<file path="config.mk">
export PLATFORM = sky130hd
export DESIGN_NAME = sprite_ram_loader
export DESIGN_NICKNAME = d
export VERILOG_FILES = /design/src/rtl/sprite_pkg.sv /design/src/rtl/sprite_dest_map.sv /design/src/rtl/sprite_ram_loader.sv
export SDC_FILE = /design/constraint.sdc
export NUM_CORES = 1
export LEC_CHECK = 0
export CAP_MARGIN = 15
export CORE_MARGIN = 1.5
export CORE_UTILIZATION = 30
export DETAILED_ROUTE_END_ITERATION = 10
export HOLD_SLACK_MARGIN = 0.08
export PLACE_DENSITY = 0.58
export REMOVE_ABC_BUFFERS = 1
export SYNTH_ARGS = -nofsm -noshare
export SYNTH_HDL_FRONTEND = slang
export SYNTH_HIERARCHICAL = 1
export SYNTH_SLANG_ARGS = --single-unit
</file>
<file path="constraint.sdc">
create_clock -name clk -period 2.9 [get_ports clk]
set_clock_uncertainty 0.05 [all_clocks]
set_input_delay 0.435 -clock clk [delete_from_list [all_inputs] [get_ports clk]]
set_output_delay 0.435 -clock clk [all_outputs]
set_load 0.03 [all_outputs]
</file>
<file path="src/rtl/sprite_pkg.sv">
// rtl/sprite_pkg.sv - shared sprite constants, loader states and RAM address layout
package sprite_pkg;

  localparam int SPRITE_HB = 5;
  localparam int SPRITE_VB = 5;

  typedef enum logic [1:0] {
    S_IDLE  = 2'd0,
    S_LOAD  = 2'd1,
    S_DRAIN = 2'd2,
    S_DONE  = 2'd3
  } loader_state_e;

  // Sprite RAM word layout; the sprite sources compose their read address the same way.
  function automatic logic [SPRITE_VB+SPRITE_HB-1:0] sprite_addr(
    input logic [SPRITE_VB-1:0] y,
    input logic [SPRITE_HB-1:0] x
  );
    return {y, x};
  endfunction

endpackage

</file>
<file path="src/rtl/sprite_dest_map.sv">
// rtl/sprite_dest_map.sv - maps a raster count to a sprite RAM address with optional mirroring
module sprite_dest_map
  import sprite_pkg::*;
#(
  parameter int HB = 5,
  parameter int VB = 5
) (
  input  logic [HB+VB-1:0] cnt_i,
  input  logic             flip_h_i,
  input  logic             flip_v_i,
  output logic [HB+VB-1:0] addr_o
);

  logic [HB-1:0] x, x_m;
  logic [VB-1:0] y, y_m;

  assign x   = cnt_i[HB-1:0];
  assign y   = cnt_i[HB+VB-1:HB];
  assign x_m = flip_h_i ? ~x : x;
  assign y_m = flip_v_i ? ~y : y;

  // Default geometry shares the package layout helper with the read side.
  if (HB == SPRITE_HB && VB == SPRITE_VB) begin : g_pkg_layout
    assign addr_o = sprite_addr(y_m, x_m);
  end else begin : g_generic_layout
    assign addr_o = {y_m, x_m};
  end

endmodule

</file>
<file path="src/rtl/sprite_ram_loader.sv">
// rtl/sprite_ram_loader.sv - copies one sprite bitmap from ROM into sprite RAM, optionally mirrored
module sprite_ram_loader
  import sprite_pkg::*;
#(
  parameter int CD       = 12,
  parameter int HB       = 5,
  parameter int VB       = 5,
  parameter int SRC_ADDR = 14
) (
  input  logic                clk,
  input  logic                reset_n,
  input  logic                start,
  input  logic [SRC_ADDR-1:0] src_base,
  input  logic                flip_h,
  input  logic                flip_v,
  output logic                busy,
  output logic                done,
  output logic [SRC_ADDR-1:0] rom_addr,
  input  logic [CD-1:0]       rom_data,
  output logic                we,
  output logic [HB+VB-1:0]    addr_w,
  output logic [CD-1:0]       pixel_out
);

  localparam int ADDR = HB + VB;

  loader_state_e       state_q;
  logic [ADDR-1:0]     cnt_q;
  logic [SRC_ADDR-1:0] base_q;
  logic                flip_h_q, flip_v_q;
  logic                busy_q, done_q, we_q;
  logic [ADDR-1:0]     addr_w_q;
  logic [SRC_ADDR-1:0] rom_addr_q;

  logic [ADDR-1:0]     addr_w_d;
  logic [SRC_ADDR-1:0] rom_addr_d;

  sprite_dest_map #(
    .HB(HB),
    .VB(VB)
  ) u_dest_map (
    .cnt_i   (cnt_q),
    .flip_h_i(flip_h_q),
    .flip_v_i(flip_v_q),
    .addr_o  (addr_w_d)
  );

  // Wraps modulo the ROM size by construction; no overflow flag is wanted.
  assign rom_addr_d = base_q + SRC_ADDR'(cnt_q);

  always_ff @(posedge clk) begin
    if (!reset_n) begin
      state_q    <= S_IDLE;
      cnt_q      <= '0;
      base_q     <= '0;
      flip_h_q   <= 1'b0;
      flip_v_q   <= 1'b0;
      busy_q     <= 1'b0;
      done_q     <= 1'b0;
      we_q       <= 1'b0;
      addr_w_q   <= '0;
      rom_addr_q <= '0;
    end else begin
      we_q   <= (state_q == S_LOAD);
      done_q <= 1'b0;
      case (state_q)
        S_IDLE: begin
          if (start) begin
            state_q  <= S_LOAD;
            cnt_q    <= '0;
            base_q   <= src_base;
            flip_h_q <= flip_h;
            flip_v_q <= flip_v;
            busy_q   <= 1'b1;
          end
        end
        S_LOAD: begin
          cnt_q      <= cnt_q + 1'b1;
          rom_addr_q <= rom_addr_d;
          addr_w_q   <= addr_w_d;
          if (cnt_q == '1) begin
            state_q <= S_DRAIN;
          end
        end
        S_DRAIN: begin
          // The last ROM word is being written this cycle.
          state_q <= S_DONE;
          busy_q  <= 1'b0;
          done_q  <= 1'b1;
        end
        S_DONE: begin
          state_q <= S_IDLE;
        end
        default: begin
          state_q <= S_IDLE;
        end
      endcase
    end
  end

  assign rom_addr  = (state_q == S_LOAD) ? rom_addr_d : rom_addr_q;
  assign busy      = busy_q;
  assign done      = done_q;
  assign we        = we_q;
  assign addr_w    = addr_w_q;
  assign pixel_out = rom_data;

endmodule

</file>
Yosys cells after proc, flatten, opt, wreduce, memory -nomap -nowiden
Index checks and enable logic that the tools add are counted.
{ "totals": {"regBits": 55, "out_inout_bits": 39} }
{ "op_classes": {"addsub": 2, "eq_ne": 6, "muxes": 11, "n_bitwise": 2, "reduce_logical": 7} }
{ "op_table": {"columns": ["operator", "n"], "rows": [
  ["$pmux 10 s2", 1],
  ["$add 14x10->14", 1],
  ["$mux 14", 1],
  ["$add 10x1->10 const B", 1],
  ["$eq 10x10->1 const B", 1],
  ["$mux 10", 1],
  ["$mux 5", 2],
  ["$not 5->5", 2],
  ["$pmux 2 s4", 1],
  ["$reduce_and 2->1", 4],
  ["$eq 2x2->1 const B", 2],
  ["$mux 2", 2],
  ["$ne 2x2->1 const B", 2],
  ["$reduce_bool 2->1", 2],
  ["$eq 2x1->1 const B", 1],
  ["$logic_not 2->1", 1],
  ["$mux 1", 2],
  ["$pmux 1 s2", 1]
]} }

Depth between registers and ports, before layout
{ "depth": {"ltp_word": 3, "mapped_depth": 8} }

Cells and area by module
Netlist, hierarchy kept.
{ "modules_own_cells": {"columns": ["module", "n_inst", "cells_per_inst", "area_per_inst_um2", "seq_area_each_um2"], "rows": [
  ["sprite_ram_loader", 1, 327, 2817.7, 1101.1],
  ["sprite_dest_map", 1, 12, 110.1, 0.0]
]} }

Least setup slack after synthesis
Ideal clock, no wire load.
{ "synth_path": {"path_kind": "register -> output", "from": "register cnt_q[0]", "to": "output port rom_addr[8]", "arrival_ps": 2356, "required_ps": 2415, "slack_ps": 59, "stages_incl_launch_ff": 8, "n_path_buf": 0, "path_cell_list": "dfxtp_1 > ha_1 > fa_1 > a211oi_1 > nor2_1 > o41ai_1 > xor2_1 > a21oi_1"} }
{ "synth_via": {"elab_chain_cells": 2} }
{ "synth_rtl": {"columns": ["element", "line_no", "rtl"], "rows": [
  ["start: declaration", "sprite_ram_loader.sv:28", "logic [ADDR-1:0] cnt_q;"],
  ["start signal: assignment", "sprite_ram_loader.sv:78", "cnt_q <= cnt_q + 1'b1;"],
  ["$add 14x10->14", "sprite_ram_loader.sv:49", "assign rom_addr_d = base_q + SRC_ADDR'(cnt_q);"],
  ["$mux 14", null, null],
  ["end: declaration", "sprite_ram_loader.sv:18", "output logic [SRC_ADDR-1:0] rom_addr,"]
]} }
No other way between the ends.

Final worst setup path
Same ends and word-level chain as after synthesis.

==> reports/results.ini <==
[status]
outcome = complete, no violations

[placed_design]
port_buffers = 45
dpl_worst_slack_ns = 0.0777
hpwlAfterDp_mm = 5.11
gp_congestion = 0.861
dp.cells = 509

[timing]
tightestPinTransition_ns = 0.666
setup_ws_ns = 0.0864
hold_violations = 0
finalCritPeriodShare = 0.970
finalMaxSlewViolations = 0
rsz0062_at_grt = yes
timing.fmax_ghz = 0.355
period_needed_ns = 2.81
setup_viol = 0
relSlewSlack = 0.543

[cts]
clock-sinks = 55
numCtsBuffers = 5
clk_pin_slew_worst_paths_ns = 0.11
clkLatencyLatePin_ns = 0.31
cts_tree = yes
hold_buffers = 0
root_buffer = clkbuf_8
cts_htree_levels = 2
cts_max_path_buffers = 2

[setup_path]
end_kind = output pin
rrSetupSlack_ns = 0.70
rr_worst_depth = 8
required_ns = 2.41
r2r_end = cnt_q[7]$_SDFFE_PN0P_
startpoint_type = flip-flop
crit_type = reg -> out
rr_startpoint = state_q[1]$_SDFFE_PN0P_
critPathMaxFanout = 3
crit_arrival_ns = 2.33

[power]
irDropWorstVdd_mv = 0.268
p_leak_uw = 0.00157
cellPowerDensity_nw_per_um2 = 706
p_total_uw = 2590

[die]
initial_core_util = 0.312
ioPinCount = 70
core_area_sq_um = 9370
die_h_um = 102
rows = 35
fp.dieW_um = 102
die_area_sq_um = 10400

[yosys]
synth_top_family_by_area = simple AND/OR/NAND/NOR gates
synth_compound_area_frac = 0.168
synth_area_leader_cell = dfxtp_1
yosys.area_share.simple = 0.191
synth_edf_count = 0
ys_types = 54
yosysTopAreaCellShare = 0.376
synth_warnings = 6
synth_area_leaders = dfxtp_1 38%, nand2_1 6.4%, ha_1 6.0%, a21oi_1 5.8%, mux2i_1 4.8%
ys.flop_type = dfxtp_1
ys_seq_area_frac = 0.376
synth_async_sr_flop_share = 0
post_synth_xor_area_fraction = 0.0538
avgSynthCellArea_sq_um = 8.64
synth_adder_area_share = 0.0667
synthCells = 339
synth_area_sq_um = 2930
yosys_register_bits = 55
synthMuxAreaShare = 0.0671

[final_layout]
layout.nets = 435
final_cell_count_no_fill = 519
layout_common_cells = 53 x dfxtp_1, 49 x nand2_1, 33 x nor2_1, 33 x a21oi_1, 33 x clkdlybuf4s50_1
n_fill_cell = 998
areaGrowthSynthToFinish_pct = 25.3
final_common_cell = dfxtp_1
multi_input_area_sq_um = 1660
diodes = 0
drive_above_1_share = 0.164
regArea_sq_um = 1100

[global_routing]
busiest_layer = met2
overflow = 0
grtUsageTotal = 0.138
met1_usage = 0.175
grt_use_met2 = 0.227
grt_pass1_wl_mm = 11.3
grt_start_max_net_pins = 31
grt_use_met3 = 0.0414
grt_antenna_before_repair = 0
grt_pass1_vias = 2417

[min_path]
hp-start = base_q[8]$_SDFFE_PN0P_
hold_path.class = reg -> reg
hold-path-cell-count = 2
hold_end = base_q[8]$_SDFFE_PN0P_

[drt]
first_pass_iters = 4
viasPerCell = 4.76
postRouteWirelength_mm = 6.87
ant_nets = 0
drc = 0
drtIter0Drc = 95
routedWlPerCell_um = 13.2
dr_total_vias = 2473

[run]
maxCapViolations = 0

## worst max-delay path by stage
stage | startpoint | endpoint | cells after the start
after CTS | cnt_q[0]$_SDFFE_PN0P_ | rom_addr[8] | 8
after global placement | cnt_q[0]$_SDFFE_PN0P_ | rom_addr[4] | 6
final | cnt_q[0]$_SDFFE_PN0P_ | rom_addr[8] | 8
after global routing | cnt_q[0]$_SDFFE_PN0P_ | rom_addr[8] | 8
after detailed placement | cnt_q[0]$_SDFFE_PN0P_ | rom_addr[4] | 6
after floorplan | cnt_q[0]$_SDFFE_PN0P_ | rom_addr[8] | 7
## state kept, by name (all words and copies together), names as in the netlist
name	flops
addr_w	10
base_q	14
busy	1
cnt_q	10
done	1
flip_h_q	1
flip_v_q	1
rom_addr_q	14
state_q	2
we	1
## power breakdown
part	internal [uW]	switching, uW	total, uW
Clock	169	265	434
Sequential	886	87.6	973
Combinational	476	707	1180
Total	1530	1060	2590
## worst max-delay path: stages, from the launching register on
cell and delay (ns):
dfxtp_2 0.35, ha_4 0.16, fa_2 0.38, a211oi_4 0.25
nor2_1 0.11, o41ai_2 0.25, xor2_1 0.24, a21oi_1 0.11
buf_4 0.17
## cell usage after synthesis (all sizes together), types with 3 or more instances
cell,n
a21o,7
and3,5
dfxtp,55
mux2,5
clkbuf,11
nand4,5
mux2i,14
inv,6
and2,7
nand2b,3
o21ai,7
nand2,50
a211oi,5
nor4,3
nor2,33
a21oi,35
nand3,9
xnor2,6
xor2,12
a31oi,3
ha,14
nor3,4
buf,16
## area by class of cell
cell class	count	share of cell area
clock buffer	5	0.0188
timing repair buffer	70	0.172
clock inverter	3	0.00546
sequential	55	0.301
multi-input combinational	250	0.452
tap	129	0.0440
inverter	7	0.00716
## kinds of logic after synthesis
kind of cell    after synthesis
buf+inv                      34
mux                          19
xor+xnor                     18
flops                        55
fa+ha+maj                    15
compound gates               74
simple gates                124
## layer usage
metal / up-vias / part of all wire
met5: - / 0
met4: 0 / 0.0067
met3: 4 / 0.052
met2: 54 / 0.46
met1: 1146 / 0.48
li1: 1269 / -
## stage by stage
stage | setup TNS [ns] | util | hold slack [ns] | area (sq um)
final | 0 | 0.391 | 0.419 | 3670
after global routing | -0.0857 | 0.391 | 0.446 | 3670
after CTS | 0 | 0.385 | 0.418 | 3610
after detailed placement | 0 | 0.374 | 0.404 | 3510
after global placement | 0 | 0.374 | 0.401 | 3510
after floorplan | 0 | - | 0.390 | 2730
## repair_timing
action / CTS / global route
gates resized for setup: 7 / 14
buffers inserted: 0 / 2
pin swaps: 2 / 3
setup endpoints to repair: 6 / 6
No activity file was read; power rests on OpenSTA's default activity.
